File: src/rtl/bram_port_arbiter.sv
// Three-way arbiter for one synchronous byte-write BRAM port: loader > data > fetch,
// with fetch anti-starvation, a loader lock mode and 1-cycle read-response routing.
// Optional grant counters are built when ARB_PERF_CNT_EN is defined.
module bram_port_arbiter #(
  parameter int unsigned ADDR_W       = 32,
  parameter int unsigned DATA_W       = 32,
  parameter int unsigned STARVE_LIMIT = 4,
  parameter int unsigned CNT_W        = 16
) (
  input  logic                clk,
  input  logic                rst,
  input  logic [2:0]          req,
  input  logic [ADDR_W-1:0]   addr0,
  input  logic [ADDR_W-1:0]   addr1,
  input  logic [ADDR_W-1:0]   addr2,
  input  logic [DATA_W/8-1:0] we0,
  input  logic [DATA_W/8-1:0] we1,
  input  logic [DATA_W/8-1:0] we2,
  input  logic [DATA_W-1:0]   wdata0,
  input  logic [DATA_W-1:0]   wdata1,
  input  logic [DATA_W-1:0]   wdata2,
  input  logic                ld_lock,
  output logic [2:0]          gnt,
  output logic [2:0]          rvalid,
  output logic [DATA_W-1:0]   rdata,
  output logic [ADDR_W-1:0]   mem_addr,
  output logic [DATA_W/8-1:0] mem_we,
  output logic [DATA_W-1:0]   mem_wdata,
  input  logic [DATA_W-1:0]   mem_rdata,
  output logic                locked,
  output logic [CNT_W-1:0]    perf_gnt0,
  output logic [CNT_W-1:0]    perf_gnt1,
  output logic [CNT_W-1:0]    perf_gnt2
);

  localparam int unsigned BE_W = DATA_W / 8;
  localparam int unsigned SC_W = 4;
  localparam logic [SC_W-1:0] STARVE_MAX = SC_W'(STARVE_LIMIT);

  typedef enum logic {NORMAL, LOCK} state_t;

  state_t            state, state_nxt;
  logic [SC_W-1:0]   starve_cnt, starve_nxt;
  logic [ADDR_W-1:0] sel_addr;
  logic [BE_W-1:0]   sel_we;
  logic [DATA_W-1:0] sel_wdata;

  // State and fetch-starvation registers
  always_ff @(posedge clk or posedge rst) begin
    if (rst) begin
      state      <= NORMAL;
      starve_cnt <= '0;
    end else begin
      state      <= state_nxt;
      starve_cnt <= starve_nxt;
    end
  end

  // Grant, lock transitions and starvation counting
  always_comb begin
    state_nxt  = state;
    starve_nxt = starve_cnt;
    gnt        = 3'b000;
    case (state)
      NORMAL: begin
        if (req[2] && (starve_cnt == STARVE_MAX)) gnt = 3'b100;
        else if (req[0])                          gnt = 3'b001;
        else if (req[1])                          gnt = 3'b010;
        else if (req[2])                          gnt = 3'b100;
        if (gnt[0] && ld_lock) state_nxt = LOCK;
        if (req[2] && !gnt[2])
          starve_nxt = (starve_cnt == STARVE_MAX) ? starve_cnt : starve_cnt + SC_W'(1);
        else
          starve_nxt = '0;
      end
      LOCK: begin
        gnt = {2'b00, req[0]};
        if (!ld_lock) state_nxt = NORMAL;
      end
      default: state_nxt = NORMAL;
    endcase
  end

  // Memory-side mux; idle cycles present the fetch address as a harmless read
  always_comb begin
    sel_addr  = addr2;
    sel_we    = '0;
    sel_wdata = wdata2;
    if (gnt[0]) begin
      sel_addr  = addr0;
      sel_we    = we0;
      sel_wdata = wdata0;
    end else if (gnt[1]) begin
      sel_addr  = addr1;
      sel_we    = we1;
      sel_wdata = wdata1;
    end else if (gnt[2]) begin
      sel_we    = we2;
    end
  end

  assign mem_addr  = sel_addr;
  assign mem_we    = rst ? '0 : sel_we;
  assign mem_wdata = sel_wdata;
  assign rdata     = mem_rdata;
  assign locked    = (state == LOCK);

  // Response tag: one-hot of the granted reader, aligned with BRAM read latency
  always_ff @(posedge clk or posedge rst) begin
    if (rst) rvalid <= 3'b000;
    else     rvalid <= gnt & {3{sel_we == '0}};
  end

`ifdef ARB_PERF_CNT_EN
  logic [CNT_W-1:0] cnt0, cnt1, cnt2;

  always_ff @(posedge clk or posedge rst) begin
    if (rst) begin
      cnt0 <= '0;
      cnt1 <= '0;
      cnt2 <= '0;
    end else begin
      if (gnt[0]) cnt0 <= cnt0 + CNT_W'(1);
      if (gnt[1]) cnt1 <= cnt1 + CNT_W'(1);
      if (gnt[2]) cnt2 <= cnt2 + CNT_W'(1);
    end
  end

  assign perf_gnt0 = cnt0;
  assign perf_gnt1 = cnt1;
  assign perf_gnt2 = cnt2;
`else
  assign perf_gnt0 = '0;
  assign perf_gnt1 = '0;
  assign perf_gnt2 = '0;
`endif

endmodule

File: config.mk
export PLATFORM = sky130hd
export DESIGN_NAME = bram_port_arbiter
export DESIGN_NICKNAME = d
export VERILOG_FILES = /design/src/rtl/bram_port_arbiter.sv
export SDC_FILE = /design/constraint.sdc
export NUM_CORES = 1
export LEC_CHECK = 0
export ABC_AREA = 1
export CELL_PAD_IN_SITES_DETAIL_PLACEMENT = 1
export CELL_PAD_IN_SITES_GLOBAL_PLACEMENT = 2
export CORE_ASPECT_RATIO = 0.8
export CORE_MARGIN = 2
export CORE_UTILIZATION = 10
export CTS_BUF_LIST = sky130_fd_sc_hd__clkbuf_16
export CTS_CLUSTER_SIZE = 10
export DETAILED_ROUTE_END_ITERATION = 12
export GPL_TIMING_DRIVEN = 1
export PLACE_DENSITY = 0.78
export SLEW_MARGIN = 15
export SYNTH_ARGS = -nofsm -noshare
export SYNTH_HDL_FRONTEND = slang
export SYNTH_SLANG_ARGS = --single-unit
File: constraint.sdc
create_clock -name clk -period 2.75 [get_ports clk]
set_input_delay 0.825 -clock clk [delete_from_list [all_inputs] [get_ports clk]]
set_output_delay 0.825 -clock clk [all_outputs]
set_load 0.05 [all_outputs]
==> impl_metrics.csv <==
group,metric,value,unit
worst_setup_path,critPathBufInv,5,
global_route,grt_pass1_vias,4424,
synthesis,ys_ff_latch,8,
flow_run,maxCapViolations,0,
worst_setup_path,cp_max_fo,6,
synthesis,avgSynthCellArea,6.60,um^2
die,die_h,157,um
detailed_routing,num_vias,4051,
synthesis,synthMuxAreaShare,0,%
synthesis,seq_area_frac_synth,6.85,%
cts,clk_path_buf_depth,2,
sta,rsz0062_at_grt,"true",
power,power.leakage,2.97,nW
placed_design,numPortBuffers,284,
outcome,status,"finished with violations",
die,die_x,195,um
worst_setup_path,critPathCaptureType,"output pin",
worst_setup_path,critical_path_arrival,2090,ps
detailed_routing,drt_first_pass_iters,4,
synthesis,synth_warnings,0,
synthesis,synthSimpleGateAreaFrac,24.4,%
global_route,gr-usage-all-layers,11.1,%
worst_setup_path,cp.required,1930,ps
die,die_area,30600,um^2
global_route,antenna_found_initial,0,
sta,worst_slew_pin_slew,543,ps
worst_setup_path,slowest_delay,280,ps
sta,finClkSkew,3.59,ps
worst_setup_path,cp.depth,9,
cts,ctsHoldBuffers,0,
sta,min_period_over_period,106,%
sta,finalMaxSlewViolations,0,
final_layout,multi_input_area,3210,um^2
cts,cts_tree,"done",
worst_setup_path,cp_slowest_cell,"nor3b_4",
cts,clock_sink_count,8,
placed_design,dp_slack,-717,ps
detailed_routing,wl_per_cell,17.3,um
die,coreArea,28500,um^2
detailed_routing,drt_iter0_drc,68,
synthesis,synth_adder_area_share,0.856,%
global_route,grt_pass1_wl,26200,um
final_layout,final_nets,978,
global_route,grt_max_degree,27,
synthesis,synth_top_family_by_area,"compound AO/OA/AOI/OAI gates",
global_route,grt.overflow.total,0,
sta,hold_viol,0,
die,initial_utilization,10.3,%
worst_setup_path,path_cells,"buf_8 > nor3b_4 > nand2_8 > clkinv_8 > buf_8 > buf_16 > o21ai_4 > o21ai_4 > buf_6",
sta,finalSetupTns,-6840,ps
final_layout,n_antenna_cell,0,
final_layout,drive_above_1_share,48.9,%
outcome,violations,"negative setup slack",
final_layout,final_util,28.0,%
sta,hold_ws,582,ps
synthesis,synthCells,443,
detailed_routing,drt.antenna.violating_nets,0,
synthesis,synth_compound_area_share,35.6,%
synthesis,synthXorXnorAreaFrac,0.300,%
min_path,hold_class,"flop to flop",
power,ir_drop,0.207,mV
die,rows,55,
synthesis,syn_area,2920,um^2
final_layout,fill_cells,3272,
detailed_routing,routed_wl,19100,um
final_layout,ff_latch_area,200,um^2
sta,fin_ws,-162,ps
synthesis,ys_types,27,
worst_setup_path,worst-r2r-cell-count,14,
sta,setup_viol,64,
min_path,min_from,"starve_cnt[0]",
cts,cts_made_buffers,3,
worst_setup_path,critPathLaunchType,"input pin",
detailed_routing,viasPerCell,3.68,
sta,relSlewSlack,63.7,%
worst_setup_path,r2r_start,"starve_cnt[1]",
placed_design,dpl.hpwl,13400,um
power,p_per_area,332,nW/um^2
placed_design,gp_congestion,0.749,
cts,clkSlewWorstSetupHoldPaths,40,ps
worst_setup_path,critPathTopFamily,"buffers and inverters",
cts,htree_levels,1,
cts,clockRootBuffer,"clkbuf_16",
worst_setup_path,critPathLaunch,"req[0]",
detailed_routing,drc_errors,0,
die,ios,397,
final_layout,area_delta_synth_final,173,%
sta,max_clock_freq,343,MHz
worst_setup_path,path_class,"input pin to output pin",
min_path,whs_path_depth,2,
sta,min_period,2910,ps
cts,clk_latency,240,ps
power,power.total,2.65,mW
[layout make-up]
cell class | instances | area share [%]
Inverter | 15 | 1.02
Tap cell | 370 | 5.81
Multi-Input combinational cell | 357 | 40.3
Sequential cell | 8 | 2.51
Clock buffer | 3 | 0.942
Timing Repair Buffer | 349 | 49.5
[cell usage after synthesis (all sizes together)]
library cell	n	area, um^2
ha	2	25.0
o211ai	1	7.51
buf	106	861
dfrtp	8	200
a22oi	1	7.51
nand2	79	302
clkbuf	4	15.0
nor2	73	282
conb	1	3.75
a21oi	2	10.0
xor2	1	8.76
clkinv	1	3.75
o22ai	1	6.26
inv	14	52.6
nand3	20	113
o21ai	128	1010
nor3b	1	18.8
[timing repair]
action	in CTS	in global routing
gates cloned	8	3
resized for setup	239	86
setup buffers	10	6
endpoints found under the hold margin	0	0
pin swaps	13	14
endpoints found under the setup margin	71	70
[cell families after synthesis]
family / count (synthesis)
buffers and inverters: 125
other: 1
flip-flops: 8
XOR/XNOR: 1
adder cells (fa/ha/maj): 2
AO/OA/AOI/OAI: 133
AND/OR/NAND/NOR: 173
[worst reg2reg max path: stages (launching register included)]
cell and delay, ps:
dfrtp_1 370, inv_1 70, ha_1 210, nand2_2 90, clkinv_4 80, nand2_8 80
buf_6 130, nand2_4 80, nand3_1 100, nand3_2 110, buf_4 140, buf_4 120
nor2_1 110, nand2_1 100, nor2_1 90
[sequential cells by signal (all words and copies together), names as in the netlist]
| signal | count |
|---|---|
| locked | 1 |
| starve_cnt | 4 |
| rvalid | 3 |
[final timing paths]
path / slack, ps / to
min in group asynchronous: 1040 / rvalid[2]
max in group asynchronous: 1580 / starve_cnt[2]
setup reg to reg: 820 / rvalid[1]
hold reg to reg: 580 / starve_cnt[0]
setup / recovery: -160 / mem_addr[26]
hold / removal: 580 / starve_cnt[0]
[routing by layer]
metal	GRT usage [%]	wire (um)	up-vias
li1	-	-	1899
met1	13.2	7360	1923
met2	20.1	9780	222
met3	3.66	1830	7
met4	1.02	102	0
met5	0	0	-
[cell usage in the layout, fill, tap and decap left out, drive strengths merged]
master         Yosys  layout
clkbuf             4       5
o21ai            128     128
inv               14      13
a22oi              1       1
o211ai             1       1
dfrtp              8       8
xor2               1       1
ha                 2       2
nor2              73      73
nand2             79      79
o22ai              1       1
a21oi              2       2
nor3b              1       1
clkinv             1       2
clkdlybuf4s50      0     210
buf              106     137
nand3             20      20
conb               1      48
[power by group]
part / switching (mW) / internal (mW) / total (mW)
logic: 1.28 / 0.955 / 2.24
registers: 0.0189 / 0.141 / 0.160
clock network: 0.0631 / 0.188 / 0.251
[through the flow]
stage          instances  cell area (um^2)
2_1_floorplan        490              3640
3_3_place_gp        1078              6410
3_5_place_dp        1078              6410
4_1_cts             1098              7620
5_1_grt             1102              7970
6_report            1102              7970
(Power assumes the default switching activity.)
